--- config.mk ---
export PLATFORM = sky130hd
export DESIGN_NAME = aclk_keypad_scan
export DESIGN_NICKNAME = d
export VERILOG_FILES = /design/src/rtl/aclk_keypad_scan_pkg.sv /design/src/rtl/aclk_debounce_cnt.sv /design/src/rtl/aclk_keypad_scan.sv
export SDC_FILE = /design/constraint.sdc
export NUM_CORES = 1
export LEC_CHECK = 0
export ABC_AREA = 0
export BUFFER_PORTS_ARGS = -buffer_cell sky130_fd_sc_hd__buf_2
export CAP_MARGIN = 20
export CORE_ASPECT_RATIO = 1.2
export CORE_MARGIN = 8
export CORE_UTILIZATION = 40
export DETAILED_ROUTE_END_ITERATION = 10
export GPL_TIMING_DRIVEN = 0
export MAX_ROUTING_LAYER = met4
export SLEW_MARGIN = 20
export SYNTH_ARGS = -nofsm -noshare
export SYNTH_HDL_FRONTEND = slang
export SYNTH_HIERARCHICAL = 1
export SYNTH_SLANG_ARGS = --single-unit
--- constraint.sdc ---
create_clock -name clk -period 10.55 [get_ports clk]
set_clock_uncertainty 0.1 [all_clocks]
set_input_delay 1.055 -clock clk [delete_from_list [all_inputs] [get_ports clk]]
set_output_delay 1.055 -clock clk [all_outputs]
set_load 0.01 [all_outputs]
--- src/rtl/aclk_keypad_scan_pkg.sv ---
`default_nettype none
// ============================================================================
// Module  : aclk_keypad_scan_pkg
// Purpose : Shared definitions for the alarm-clock keypad scanner: the NOKEY
//           code, FSM state encodings and the (row, column) to key-code map.
// Ports   : none (package)
// Revision: 1.0 - initial release
// ============================================================================
package aclk_keypad_scan_pkg;

  localparam logic [3:0] c_NOKEY = 4'hA;

  typedef enum logic [1:0] {
    ST_SCAN      = 2'd0,
    ST_PRESS_DEB = 2'd1,
    ST_HELD      = 2'd2,
    ST_REL_DEB   = 2'd3
  } state_t;

  // Rows 0..2 carry digits 1..9 in reading order; row 3 is '*', '0', '#'.
  // '*' and '#' are not digits for the alarm clock and map to NOKEY.
  function automatic logic [3:0] key_map(input logic [1:0] row, input logic [1:0] col);
    logic [3:0] code;
    code = c_NOKEY;
    if (col <= 2'd2) begin
      if (row != 2'd3) begin
        code = ({2'b00, row} * 4'd3) + {2'b00, col} + 4'd1;
      end else if (col == 2'd1) begin
        code = 4'd0;
      end
    end
    return code;
  endfunction

endpackage
`default_nettype wire

--- src/rtl/aclk_debounce_cnt.sv ---
`default_nettype none
// ============================================================================
// Module  : aclk_debounce_cnt
// Purpose : 4-bit saturating debounce counter with target compare.
// Ports   : clk       - system clock
//           rst       - asynchronous active-high reset
//           i_load1   - start a new run (counter := 1)
//           i_inc     - one more matching sample (saturating increment)
//           o_reach   - the sample being counted now completes the run
// Revision: 1.0 - initial release
// ============================================================================
module aclk_debounce_cnt #(
  parameter int DEB_SCANS = 4
) (
  input  logic clk,
  input  logic rst,
  input  logic i_load1,
  input  logic i_inc,
  output logic o_reach
);

  localparam logic [3:0] c_TARGET = 4'(DEB_SCANS);

  logic [3:0] r_cnt;
  logic [3:0] w_cnt_inc;

  assign w_cnt_inc = (r_cnt == 4'hF) ? r_cnt : (r_cnt + 4'd1);
  // Compare against the post-increment value so the accepting sample is the
  // DEB_SCANS-th consecutive match, counting the first detection as one.
  assign o_reach   = (w_cnt_inc >= c_TARGET);

  always_ff @(posedge clk or posedge rst) begin
    if (rst) begin
      r_cnt <= 4'd0;
    end else if (i_load1) begin
      r_cnt <= 4'd1;
    end else if (i_inc) begin
      r_cnt <= w_cnt_inc;
    end
  end

endmodule
`default_nettype wire

--- src/rtl/aclk_keypad_scan.sv ---
`default_nettype none
// ============================================================================
// Module  : aclk_keypad_scan
// Purpose : 4x3 matrix keypad scanner with press/release debounce for the
//           alarm-clock key input.
// Ports   : clk       - system clock, rising edge
//           reset     - asynchronous active-high reset
//           col_n     - keypad columns, active-low, asynchronous
//           row_n     - keypad row drive, active-low one-cold
//           key       - held digit 0-9, or 4'hA when no digit is held
//           key_valid - one-cycle pulse when key becomes a digit
// Revision: 1.0 - initial release
// ============================================================================
module aclk_keypad_scan
  import aclk_keypad_scan_pkg::*;
#(
  parameter int SCAN_DIV  = 250,
  parameter int DEB_SCANS = 4
) (
  input  logic       clk,
  input  logic       reset,
  input  logic [2:0] col_n,
  output logic [3:0] row_n,
  output logic [3:0] key,
  output logic       key_valid
);

  localparam int c_PW = (SCAN_DIV > 1) ? $clog2(SCAN_DIV) : 1;

  logic [c_PW-1:0] r_presc;
  logic [2:0]      r_col_meta;
  logic [2:0]      r_col_s;
  logic [3:0]      r_row_n;
  logic [3:0]      r_key;
  logic [3:0]      r_cand;
  logic            r_key_valid;
  state_t          r_state;

  logic       w_tick;
  logic [1:0] w_row;
  logic       w_col_any;
  logic [1:0] w_col_idx;
  logic [3:0] w_digit;
  logic       w_digit_ok;
  logic       w_same;
  logic       w_deb_load1;
  logic       w_deb_inc;
  logic       w_deb_reach;

  assign row_n     = r_row_n;
  assign key       = r_key;
  assign key_valid = r_key_valid;

  // Free-running prescaler
  assign w_tick = (r_presc == c_PW'(SCAN_DIV - 1));

  always_ff @(posedge clk or posedge reset) begin
    if (reset) begin
      r_presc <= '0;
    end else if (w_tick) begin
      r_presc <= '0;
    end else begin
      r_presc <= r_presc + 1'b1;
    end
  end

  // Two-flop column synchroniser; idle value is all-high (pulled up)
  always_ff @(posedge clk or posedge reset) begin
    if (reset) begin
      r_col_meta <= 3'b111;
      r_col_s    <= 3'b111;
    end else begin
      r_col_meta <= col_n;
      r_col_s    <= r_col_meta;
    end
  end

  // Row index of the single low bit in r_row_n, then lowest-column-wins decode
  always_comb begin
    w_row = 2'd0;
    case (r_row_n)
      4'b1101: w_row = 2'd1;
      4'b1011: w_row = 2'd2;
      4'b0111: w_row = 2'd3;
      default: w_row = 2'd0;
    endcase
  end

  always_comb begin
    w_col_any = ~&r_col_s;
    w_col_idx = 2'd2;
    if (!r_col_s[0]) begin
      w_col_idx = 2'd0;
    end else if (!r_col_s[1]) begin
      w_col_idx = 2'd1;
    end
    w_digit    = w_col_any ? key_map(w_row, w_col_idx) : c_NOKEY;
    w_digit_ok = (w_digit != c_NOKEY);
    w_same     = w_digit_ok && (w_digit == r_cand);
  end

  assign w_deb_load1 = w_tick && (((r_state == ST_SCAN) && w_digit_ok) ||
                                  ((r_state == ST_HELD) && !w_col_any));
  assign w_deb_inc   = w_tick && (((r_state == ST_PRESS_DEB) && w_same) ||
                                  ((r_state == ST_REL_DEB) && !w_col_any));

  aclk_debounce_cnt #(
    .DEB_SCANS (DEB_SCANS)
  ) u_deb (
    .clk     (clk),
    .rst     (reset),
    .i_load1 (w_deb_load1),
    .i_inc   (w_deb_inc),
    .o_reach (w_deb_reach)
  );

  always_ff @(posedge clk or posedge reset) begin
    if (reset) begin
      r_state     <= ST_SCAN;
      r_row_n     <= 4'b1110;
      r_key       <= c_NOKEY;
      r_cand      <= c_NOKEY;
      r_key_valid <= 1'b0;
    end else begin
      r_key_valid <= 1'b0;
      if (w_tick) begin
        case (r_state)
          ST_SCAN: begin
            if (w_digit_ok) begin
              r_cand  <= w_digit;
              r_state <= ST_PRESS_DEB;
            end else begin
              r_row_n <= {r_row_n[2:0], r_row_n[3]};
            end
          end
          ST_PRESS_DEB: begin
            if (w_same) begin
              if (w_deb_reach) begin
                r_key       <= r_cand;
                r_key_valid <= 1'b1;
                r_state     <= ST_HELD;
              end
            end else begin
              r_state <= ST_SCAN;
              r_row_n <= {r_row_n[2:0], r_row_n[3]};
            end
          end
          ST_HELD: begin
            // Any other key on this row is ignored; only a full release counts
            if (!w_col_any) begin
              r_state <= ST_REL_DEB;
            end
          end
          ST_REL_DEB: begin
            if (w_col_any) begin
              r_state <= ST_HELD;
            end else if (w_deb_reach) begin
              r_key   <= c_NOKEY;
              r_state <= ST_SCAN;
              r_row_n <= {r_row_n[2:0], r_row_n[3]};
            end
          end
          default: r_state <= ST_SCAN;
        endcase
      end
    end
  end

endmodule
`default_nettype wire
Word-level counts from Yosys, hierarchy flattened. Cells that the tools add are included. Widths: inputs -> output; s select.

Register bits after elaboration: 33. Input port bits: 5. Output and inout port bits: 9. Word-level logic and storage cells: 88.

Add/subtract/negate cells: 4. Multiply operators: 1. Order comparisons: 2. Eq/ne operators: 22. Multiplexer cells: 32. Reduce and logical (&&, ||, !) cells: 18.

Operators by type and width (count): $mux 4 (15); $mux 2 (8); $ne 2x2->1 const B (7); $eq 4x4->1 const B (3); $pmux 4 s3 (1); $reduce_and 6->1 (2); $add 4x1->4 const B (2); $add 8x1->8 const B (1); $eq 8x8->1 const B (1); $mux 8 (1); $pmux 2 s4 (1); $pmux 4 s2 (1); $logic_and 1x1->1 (7); $ne 3x2->1 const B (2); $pmux 2 s3 (1); $reduce_and 3->1 (2); $reduce_and 5->1 (1); $add 4x2->4 (1); $eq 2x1->1 const B (2); $eq 2x2->1 const B (2); $eq 4x3->1 const B (1); $eq 4x4->1 (1); $ge 4x3->1 const B (1); $mul 2x2->4 const B (1); 8 further kinds (14).

Longest topological paths before layout. Gate-level depths: netlist of run 1.

Word-level depth: 15. Depth in mapped cells: 14. Gate-level depth less buffers: 13.

By module. The synthesis of run 1 kept the hierarchy.

Modules (own cells, without submodules): aclk_keypad_scan (instances 1, cells an instance 156, area each 1641.6 um2, sequential area each 742.0 um2); aclk_debounce_cnt (instances 1, cells an instance 23, area each 241.5 um2, sequential area each 100.1 um2).

Least setup slack after synthesis of run 1. OpenSTA, ideal clock, no wires.

Path kind: register to register. From: register r_row_n[1] (netlist: row_n[1]). To: register u_deb.r_cnt[0]. Setup time: 79 ps. Arrival: 3591 ps. Required time: 10371 ps. Setup slack: 6780 ps. Stages on the path, launching flop included: 15. Buffers on the path: 1. Clock period less this slack: 3770 ps. Path through: dfstp_2 > buf_4 > xor2_1 > and3_2 > ha_1 > fa_1 > xnor2_1 > xnor2_1 > a41o_2 > nor3_1 > o21ai_0 > a21boi_0 > inv_1 > a31oi_1 > mux2i_1.

Word-level cells in the longest chain between the ends: 14. Elaborated cells on any way between the ends: 22. Those cells by class: add/sub (2); mul (1); eq/ne (6); mux (5); reduce/logical (8).

RTL lines: start: declaration (line aclk_keypad_scan.sv:33) `logic [3:0] r_row_n;`; start signal: assignment (line aclk_keypad_scan.sv:133) `r_row_n <= {r_row_n[2:0], r_row_n[3]};`; start signal: assignment (line aclk_keypad_scan.sv:145) `r_row_n <= {r_row_n[2:0], r_row_n[3]};`; start signal: assignment (line aclk_keypad_scan.sv:160) `r_row_n <= {r_row_n[2:0], r_row_n[3]};`; $eq 4x3->1 / $eq 4x4->1 (equally long branches) (line aclk_keypad_scan.sv:81) `case (r_row_n)`; $pmux 2 s3 * (line aclk_keypad_scan.sv:81); $mul 2x2->4 (line aclk_keypad_scan_pkg.sv:27) `code = ({2'b00, row} * 4'd3) + {2'b00, col} + 4'd1;`; $add 4x2->4 (line aclk_keypad_scan_pkg.sv:27); $add 4x1->4 (line aclk_keypad_scan_pkg.sv:27); $mux 4 * (line aclk_keypad_scan_pkg.sv:26) `if (row != 2'd3) begin`; $mux 4 * (line aclk_keypad_scan_pkg.sv:25) `if (col <= 2'd2) begin`; $mux 4 * (line aclk_keypad_scan.sv:97) `w_digit = w_col_any ? key_map(w_row, w_col_idx) : c_NOKEY;`; $ne 4x4->1 / $eq 4x4->1 (equally long branches) (line aclk_keypad_scan.sv:98, aclk_keypad_scan.sv:99); $logic_and 1x1->1 * (line aclk_keypad_scan.sv:99) `w_same = w_digit_ok && (w_digit == r_cand);`; $logic_and 1x1->1 * (line aclk_keypad_scan.sv:104) `assign w_deb_inc = w_tick && (((r_state == ST_PRESS_DEB) && w_same) ||`; $logic_or 1x1->1 * (line aclk_keypad_scan.sv:104); $logic_and 1x1->1 * (line aclk_keypad_scan.sv:104); via w_deb_inc (line aclk_keypad_scan.sv:47) `logic w_deb_inc;`; $reduce_bool 2->1 (no source line) *; end signal: assignment (line aclk_debounce_cnt.sv:38) `r_cnt <= w_cnt_inc;`; end: declaration (line aclk_debounce_cnt.sv:24) `logic [3:0] r_cnt;`.

Mark *: on every way through the listed nets, which the timed path passes. The rest lies on a longest branch. A chain may end at the register's enable or synchronous reset.

Worst setup path after layout of run 1. Ends and elaborated chain as after synthesis.

==> results of run 1 <==
## state kept, by name (all words and copies together) (netlist names)
signal	cells
key	4
key_valid	1
r_cand	4
r_col_meta	3
r_col_s	3
r_presc	8
r_state	2
row_n	4
u_deb/r_cnt	4
## cell type report
class,count,area share
sequential,33,0.394
inverter,14,0.0246
multi-input combinational,128,0.452
clock inverter,1,0.00351
clock buffer,7,0.0504
buffer,4,0.0105
tap,58,0.0340
timing repair buffer,13,0.0305
## per-layer routing
metal / vias to the layer above / global-route usage
met5: - / -
met4: 0 / 0.0495
met3: 6 / 0.0325
met2: 38 / 0.205
met1: 686 / 0.121
li1: 688 / -
## Yosys cell counts, drive strengths merged (4+ instances only)
master | instances | share of area
dfrtp | 20 | 0.27
nor2 | 16 | 0.032
inv | 14 | 0.028
dfstp | 13 | 0.18
nand3 | 12 | 0.032
mux2i | 8 | 0.043
nand2 | 7 | 0.014
ha | 6 | 0.040
mux2 | 6 | 0.036
nor3 | 6 | 0.019
o21ai | 6 | 0.018
a21oi | 5 | 0.013
and3 | 5 | 0.020
nand2b | 5 | 0.017
xor2 | 5 | 0.023
xnor2 | 4 | 0.019
## cell usage in the layout (no fill, tap or decap), drive strengths merged, types with 3 or more instances in the layout
master  Yosys  layout
and4b       3       3
xnor2       4       4
dfrtp      20      20
nor2       16      16
xor2        5       5
nor3        6       6
inv        14      14
o21ai       6       6
a31oi       3       3
nand2b      5       5
nand2       7       7
mux2i       8       8
o211ai      3       3
nor4        3       3
a21oi       5       5
ha          6       6
mux2        6       6
buf         2      15
clkbuf      2       9
and3        5       5
nand3      12      12
nand4b      3       3
dfstp      13      13
## logic make-up after synthesis
kind of cell / count (synthesis)
and+or+nand+nor: 67
DFF: 33
AOI/OAI and AO/OA: 31
buffers and inverters: 18
muxes: 14
xor gates and xnor gates: 9
adders and majority gates: 7
## stage by stage
step / total power, uW / hold WS [ps] / cells
finish: 253 / 256 / 258
global route: 264 / 266 / 258
CTS: 256 / 257 / 258
detailed placement: 142 / 247 / 250
global placement: 142 / 246 / 250
floorplan: 139 / 245 / 179
## final timing paths
check / startpoint / endpoint / slack (ps) / cells after the start
setup / recovery: row_n[1]$_DFFE_PP1P_ / u_deb/r_cnt[0]$_DFFE_PP0P_ / 6210 / 14
hold / removal: r_col_meta[2]$_DFF_PP1_ / r_col_s[2]$_DFF_PP1_ / 260 / 0
setup reg to reg: row_n[1]$_DFFE_PP1P_ / u_deb/r_cnt[0]$_DFFE_PP0P_ / 6210 / 14
hold reg to reg: r_col_meta[2]$_DFF_PP1_ / r_col_s[2]$_DFF_PP1_ / 260 / 0
max in group asynchronous: reset / r_cand[0]$_DFFE_PP0P_ / 9220 / 2
min in group asynchronous: reset / u_deb/r_cnt[0]$_DFFE_PP0P_ / 560 / 2
## worst max-delay path: stages (launching register included)
cell	delay (ps)
dfstp_2	530
buf_4	140
xor2_1	60
and3_2	210
ha_1	310
fa_1	420
xnor2_1	220
xnor2_1	170
a41o_2	340
nor3_1	430
o21ai_0	180
a21boi_0	510
inv_1	110
a31oi_1	300
mux2i_1	240
## where the power goes
part	internal (uW)	total [uW]	switching, uW
Sequential	129	129	0.573
Combinational	3.42	10.5	7.12
Clock	67.2	113	46.0
Total	199	253	53.7
==> summary.txt, run 1 <==
H-Tree Depth = 2
# setup viols final = 0
Worst vdd ir = 72.7 uV
Met2 wire length = 1930 um
Reg area = 842 um^2
CTS sink cnt = 33
RSZ-0062 raised after global routing = no
Distinct cells, synth = 51
Max Freq = 231 MHz
Worst setup EP type = flip-flop
Slew Limit Fails = 0
Seq/Total Area, Yosys = 0.447
Synth Area in Adders = 0.0505
Met3 routed WL = 192 um
Clock slew at the register clock pins of the worst setup and hold paths = 70 ps
Pwr/cell area = 119 nW/um^2
Worst EP required = 10650 ps
I/O Pins = 14
Synth Area in Compound Gates = 0.132
Multiplexer share of the synthesized area = 0.0784
Largest net degree at the start of global routing = 30
Crit path max fanout = 7
Layout cell share with drive strength beyond 1 = 0.255
First-pass GRT wire length = 6790 um
XOR/XNOR Fraction of Synth Area = 0.0419
Synth Warn # = 6
Outcome = completed
Clock latency on the worst-skew pair = 280 ps
CTS Buf Count = 5
Post-DP Area = 2020 um^2
Worst setup path class = flip-flop to flip-flop
Nets = 211
Slew @ Worst Pin = 616 ps
Synth Register Bits = 33
Core Area = 4560 um^2
Tcrit/Tclk final = 0.411
Number of global-route vias before repair = 1556
Post-synth ARST share = 1.00
Die H = 91.2 um
Die width = 78.6 um
Leakage = 0.00102 uW
Post-layout util = 0.468
Crit path arrival time = 4440 ps
Remaining DRCs = 0
DRT Wirelength = 3740 um
Met1 WL = 1560 um
Crit path time final = 4340 ps
Largest family of logic cells by synthesized area = simple AND/OR/NAND/NOR gates
Port bufs = 13
Synthesized area = 1880 um^2
Dominant synthesized flop cell = dfrtp_1
Initial Util = 0.413
Post-synth EDFFs = 0
GRT Overall Usage = 0.118
Die area = 7170 um^2
Gate Count Post-Synth = 179
DRT iter0 DRCs = 76
CTS Hold Bufs = 0
Post-synthesis simple-gate area fraction = 0.211
Final TNS setup = 0 ps
1st-pass router iterations = 4
DR vias/cell = 5.50
CTS max path bufs = 2
DRT antenna net count = 0
Setup bufs post-CTS = 0
CTS root buffer = clkbuf_8
Initial antenna violation count = 0
Cell area after layout = 2140 um^2
Hpwl dp = 2960 um
CTS tree = built
Combined area of the multi-input logic cells = 966 um^2
Rel. slew slack = 0.585
CP Launch Type = flip-flop
Final hold violations = 0
Total grt overflow = 0
Post-Syn Nets = 191
P&R area growth vs syn = 13.4%
Max_cap viols = 0
Routed via count = 1418
Dpl ws = 6280 ps
Placer Congestion = 0.815
Layout fillers = 445
Highest metal used = met4
HP Class = flip-flop to flip-flop
Resized Gates After CTS = 0
Syn_area_per_cell = 10.5 um^2
Diodes inserted = 0
DR WL/cell = 14.5 um
Core Rows = 27
Setup ws final = 6210 ps
Power figures use the tool's default switching activity.
==> run 2, diff against run 1 <==
==> constraint.sdc (replaced) <==
create_clock -name clk -period 3.75 [get_ports clk]
set_clock_uncertainty 0.1 [all_clocks]
set_input_delay 0.375 -clock clk [delete_from_list [all_inputs] [get_ports clk]]
set_output_delay 0.375 -clock clk [all_outputs]
set_load 0.01 [all_outputs]
==> summary.txt, run 2 (synthesis results as in run 1) <==
Outcome = completed
GRT Overall Usage = 0.120 (+0.00180)
DRT antenna net count = 0 (unchanged)
Die H = 91.2 um (unchanged)
Hold path cells = 1 (+1)
DRT Wirelength = 4010 um (+7.2%)
Crit path arrival time = 3640 ps (-800 ps)
Slew @ Worst Pin = 642 ps (+25.6 ps)
Largest stage delay on the critical path = 530 ps (about the same)
Worst setup EP type = flip-flop
Met2 Resource Use GR = 0.206 (+0.000692)
Met1 usage = 0.125 (+0.00392)
DR vias/cell = 5.72 (+4.0%)
Gate power share = 0.053 (+0.011)
Critical path's top delay family = adder cells
H-Tree Depth = 2 (unchanged)
CP max-delay cell = dfstp_2
Layout fillers = 423 (-4.9%)
Routed via count = 1526 (+7.6%)
Pwr/cell area = 295 nW/um^2 (+150%)
Commonest non-fill, non-tap cell in the layout = dfrtp_1
Max reg flops = 8 (unchanged)
Slew Limit Fails = 0 (unchanged)
Layout cell share with drive strength beyond 1 = 0.311 (+0.0560)
First-pass GRT wire length = 6890 um (+1.5%)
Port bufs = 13 (unchanged)
Worst vdd ir = 218 uV (+200%)
Diodes inserted = 0 (unchanged)
Number of global-route vias before repair = 1583 (+1.7%)
Hpwl dp = 2960 um (+0.14%)
DR WL/cell = 15.0 um (+3.6%)
Max_cap viols = 0 (unchanged)
Final hold violations = 0 (unchanged)
Core Rows = 27 (unchanged)
Die width = 78.6 um (unchanged)
DP Cell Count = 250 (unchanged)
Worst setup path class = flip-flop to flip-flop
Post-layout util = 0.488 (+0.0195)
Cell depth of the worst flop-to-flop path = 15 (+1)
Worst EP required = 3820 ps (-6830 ps)
CTS sink cnt = 33 (unchanged)
CTS tree = built
Die area = 7170 um^2 (unchanged)
Sequential share of power = 0.555 (+0.044)
P&R area growth vs syn = 18.1%
Clock slew at the register clock pins of the worst setup and hold paths = 70 ps (about the same)
CP Launch Type = flip-flop
Leakage = 0.00107 uW (+4.1%)
Setup ws final = 178 ps (-6040 ps)
Final hold slack = 87.6 ps (-169 ps)
Net Sw Power = 154 uW (+190%)
Clock latency on the worst-skew pair = 280 ps (about the same)
# setup viols final = 0 (unchanged)
Largest net degree at the start of global routing = 30 (unchanged)
Nets = 220 (+4.3%)
Switch share = 0.234 (+0.0217)
Total grt overflow = 0 (unchanged)
Remaining DRCs = 0 (unchanged)
I/O Pins = 14 (unchanged)
Crit path max fanout = 7 (unchanged)
HP Class = input port to flip-flop
Clk pwr share = 0.393 (-0.054)
CTS max path bufs = 2 (unchanged)
Initial antenna violation count = 0 (unchanged)
Tcrit/Tclk final = 0.953 (+0.541)
DRT iter0 DRCs = 94 (+24%)
Global-route track usage on met3 = 0.0335 (+0.000986)
Pint = 502 uW (+150%)
Levels on crit path = 15 (+1)
CP Buf/Inv Count = 3 (+1)
Cell breakdown of the critical path = buf_4 > xor2_1 > and3_2 > ha_1 > fa_1 > xnor2_2 > xnor2_2 > a41o_2 > nor3_4 > o21ai_1 > a21boi_2 > buf_4 > buf_4 > and4b_2 > nor3_1
CTS Buf Count = 5 (unchanged)
Placer Congestion = 0.812 (-0.37%)
Rel. slew slack = 0.568 (-0.0172)
CP most frequent cell = buf_4
CTS root buffer = clkbuf_8
Crit path time final = 3570 ps (-764 ps)
Most used routing layer = met2
Initial Util = 0.413 (unchanged)
Core Area = 4560 um^2 (unchanged)
Max Freq = 280 MHz (+21%)
Reg with most FFs = r_presc
Fin cells = 267 (+3.5%)
1st-pass router iterations = 4 (unchanged)
Dpl ws = -364 ps (-6640 ps)
Most frequent cells in the layout = 20 x dfrtp_1, 15 x nor2_1, 13 x buf_2, 13 x dfstp_2
[run 2: cell type report]
type	count	area (um^2)	area share
Tap cell	58	72.6	0.0326
Buffer	4	22.5	0.0101
Clock buffer	5	68.8	0.0309
Timing Repair Buffer	22	135	0.0607
Inverter	14	52.6	0.0236
Clock inverter	3	17.5	0.00787
Multi-Input combinational cell	128	1010	0.456
Sequential cell	33	842	0.379
[run 2: power groups by stage]
| stage | clock network (uW) | logic, uW | registers, uW |
|---|---|---|---|
| final | 258 | 34.5 | 364 |
| after global routing | 285 | 38.8 | 364 |
| after CTS | 267 | 32.0 | 364 |
| after detailed placement | 0 | 30.5 | 370 |
| after global placement | 0 | 29.3 | 370 |
| after floorplan | 0 | 22.5 | 369 |
[run 2: path summary, 6_finish.rpt]
path	startpoint	endpoint	slack, ps
min in group asynchronous	reset	u_deb/r_cnt[0]$_DFFE_PP0P_	430
max in group asynchronous	reset	r_presc[4]$_DFF_PP0_	2550
max reg2reg	row_n[1]$_DFFE_PP1P_	u_deb/r_cnt[2]$_DFFE_PP0P_	180
min reg2reg	r_col_meta[2]$_DFF_PP1_	r_col_s[2]$_DFF_PP1_	260
min	col_n[1]	r_col_meta[1]$_DFF_PP1_	90
max	row_n[1]$_DFFE_PP1P_	u_deb/r_cnt[2]$_DFFE_PP0P_	180
[run 2: layer usage]
layer | routed length (um) | part of all wire
met2 | 2110 | 0.53
met1 | 1650 | 0.41
met3 | 173 | 0.043
met4 | 77 | 0.019
met5 | 0 | 0
[run 2: worst register-to-register path, cell delays in order, from the launching register on]
cell	delay (ps)
dfstp_2	530
buf_4	140
xor2_1	60
and3_2	210
ha_1	310
fa_1	450
xnor2_2	170
xnor2_2	170
a41o_2	280
nor3_4	230
o21ai_1	110
a21boi_2	210
buf_4	150
buf_4	100
and4b_2	200
nor3_1	40
[run 2: repair_timing]
| action | 4_1_cts | 5_1_grt |
|---|---|---|
| endpoints found under the hold margin | 4 | 0 |
| buffers inserted | 1 | 7 |
| resized for setup | 3 | 6 |
| hold buffers | 1 | 0 |
| endpoints found under the setup margin | 4 | 2 |
| pin swaps | 1 | 5 |
[run 2: metrics by stage]
| step | setup TNS, ps | area, um^2 | total power (uW) |
|---|---|---|---|
| after global placement | -276 | 2030 | 399 |
| after global routing | -4.67 | 2220 | 687 |
| after CTS | 0 | 2140 | 663 |
| after floorplan | 0 | 1890 | 392 |
| final | 0 | 2220 | 656 |
| after detailed placement | -1020 | 2030 | 401 |
==> run 3, diff against run 2 <==
--- a/config.mk
+++ b/config.mk
@@ -8,7 +8,6 @@
 export ABC_AREA = 0
 export BUFFER_PORTS_ARGS = -buffer_cell sky130_fd_sc_hd__buf_2
 export CAP_MARGIN = 20
-export CORE_ASPECT_RATIO = 1.2
 export CORE_MARGIN = 8
 export CORE_UTILIZATION = 40
 export DETAILED_ROUTE_END_ITERATION = 10
==> summary.txt, run 3 (synthesis results as in run 1) <==
Outcome = completed
Dpl ws = -339 ps (+25.4 ps)
RSZ-0062 raised after global routing = no
H-Tree Depth = 2 (unchanged)
Rel. slew slack = 0.567 (-0.00135)
Clk pwr share = 0.461 (+0.068)
P&R area growth vs syn = 17.6%
Total grt overflow = 0 (unchanged)
Routed via count = 1432 (-6.2%)
CTS root buffer = clkbuf_8
Remaining DRCs = 0 (unchanged)
Port bufs = 13 (unchanged)
GRT Overall Usage = 0.119 (-0.00122)
Die width = 84.6 um (+7.6%)
# setup viols final = 0 (unchanged)
Clock latency on the worst-skew pair = 280 ps (about the same)
Max reg flops = 8 (unchanged)
Max Freq = 281 MHz (+0.24%)
Combined area of the multi-input logic cells = 1020 um^2 (+0.25%)
Largest net degree at the start of global routing = 30 (unchanged)
CTS Buf Count = 5 (unchanged)
Number of global-route vias before repair = 1461 (-7.7%)
Initial Util = 0.407 (-0.00614)
Worst EP required = 3850 ps (+30 ps)
Tcrit/Tclk final = 0.950 (-0.00226)
Die H = 84.6 um (-7.2%)
First-pass GRT wire length = 6790 um (-1.5%)
Pwr/cell area = 332 nW/um^2 (+13%)
Post-layout util = 0.478 (-0.00941)
HP Class = input port to flip-flop
Core Area = 4630 um^2 (+1.5%)
Crit path time final = 3560 ps (-8.47 ps)
Crit path max fanout = 7 (unchanged)
Clock slew at the register clock pins of the worst setup and hold paths = 60 ps (about the same)
Setup ws final = 187 ps (+8.47 ps)
Diodes inserted = 0 (unchanged)
Slew @ Worst Pin = 644 ps (+2.00 ps)
Reg with most FFs = r_presc
Pint = 590 uW (+17%)
Crit path arrival time = 3660 ps (+20 ps)
DR WL/cell = 15.2 um (+1.2%)
Most frequent cells in the layout = 20 x dfrtp_1, 15 x nor2_1, 13 x buf_2, 13 x dfstp_2
I/O Pins = 14 (unchanged)
Slew Limit Fails = 0 (unchanged)
Commonest non-fill, non-tap cell in the layout = dfrtp_1
Placer Congestion = 0.868 (+6.9%)
Net Sw Power = 146 uW (-5.0%)
Initial antenna violation count = 0 (unchanged)
DR vias/cell = 5.55 (-2.9%)
CP Launch Type = flip-flop
Layout cell share with drive strength beyond 1 = 0.294 (-0.0169)
CTS sink cnt = 33 (unchanged)
1st-pass router iterations = 5 (+1)
Reg area = 842 um^2 (unchanged)
Core Rows = 25 (-7.4%)
Gate power share = 0.044 (-0.009)
Leakage = 0.00105 uW (-1.0%)
Switch share = 0.198 (-0.0358)
Hpwl dp = 2900 um (-2.1%)
Worst vdd ir = 194 uV (-11%)
Final hold violations = 0 (unchanged)
DRT iter0 DRCs = 111 (+18%)
Worst setup EP type = flip-flop
Die area = 7160 um^2 (-0.13%)
Max_cap viols = 0 (unchanged)
Worst setup path class = flip-flop to flip-flop
DRT Wirelength = 3920 um (-2.2%)
CTS max path bufs = 2 (unchanged)
Sequential share of power = 0.495 (-0.060)
Nets = 215 (-2.3%)
CTS tree = built
DRT antenna net count = 0 (unchanged)
Layout fillers = 446 (+5.4%)
-- run 3: cell count changes in the layout (fill, tap and decap cells not counted) --
cell	previous run	this run
clkbuf_8	5	6
clkbuf_1	2	3
fa_1	1	0
fa_2	0	1
clkinv_2	2	0
clkinvlp_4	1	0
bufinv_16	0	1
buf_4	10	5
-- run 3: critical path: stages, from the launching register on --
cell and delay, ps:
dfstp_2 520, buf_4 140, xor2_1 70, and3_2 210, ha_1 330, fa_2 390
xnor2_2 160, xnor2_2 170, a41o_2 280, nor3_4 260, o21ai_1 120, a21boi_2 220
inv_1 110, a31oi_4 200, mux2i_1 210
-- run 3: metal layers --
metal	vias to the layer above	track usage	wire (um)
li1	690	-	-
met3	7	0.0332	183
met2	37	0.198	1950
met1	698	0.134	1730
met4	0	0.0405	60
met5	-	-	0
-- run 3: cell type report --
type                    instances  area share
plain buffers                   4      0.0102
clock buffers                   7      0.0390
clock inverters                 1      0.0136
inverters                      14      0.0237
multi-input cells             128       0.459
flip-flops and latches         33       0.380
well taps                      54      0.0305
repair buffers                 17      0.0441
-- run 3: final timing paths --
| kind | end | slack, ps | from | cells after the start |
|---|---|---|---|---|
| setup / recovery | u_deb/r_cnt[1]$_DFFE_PP0P_ | 190 | row_n[1]$_DFFE_PP1P_ | 14 |
| hold / removal | r_col_meta[2]$_DFF_PP1_ | 90 | col_n[2] | 1 |
| setup reg to reg | u_deb/r_cnt[1]$_DFFE_PP0P_ | 190 | row_n[1]$_DFFE_PP1P_ | 14 |
| hold reg to reg | r_col_s[0]$_DFF_PP1_ | 250 | r_col_meta[0]$_DFF_PP1_ | 0 |
| max in group asynchronous | r_presc[2]$_DFF_PP0_ | 2550 | reset | 3 |
| min in group asynchronous | u_deb/r_cnt[2]$_DFFE_PP0P_ | 410 | reset | 3 |
-- run 3: per-stage QoR --
stage / hold WS (ps) / power, uW / TNS [ps] / cell area, um^2 / cells
after global routing: 78.1 / 762 / 0 / 2210 / 258
final: 91.5 / 736 / 0 / 2210 / 258
after global placement: 164 / 399 / -339 / 2020 / 246
after floorplan: 41.1 / 392 / 0 / 1890 / 179
after CTS: 81.3 / 744 / 0 / 2180 / 256
after detailed placement: 168 / 400 / -867 / 2020 / 246
-- run 3: repair_timing --
| item | in CTS | in global routing |
|---|---|---|
| resized for setup | 5 | 5 |
| endpoints found under the setup margin | 4 | 2 |
| hold buffers | 1 | 0 |
| setup buffers | 1 | 2 |
| endpoints found under the hold margin | 4 | 0 |
| pin swaps | 1 | 3 |
| gates cloned | 0 | 0 |
-- run 3: power by group through the flow --
stage,clock network (uW),logic [uW],registers [uW]
floorplan,0,22.5,369
global placement,0,29.4,370
detailed placement,0,30.2,370
CTS,348,31.8,364
global route,360,37.0,364
finish,339,32.6,364
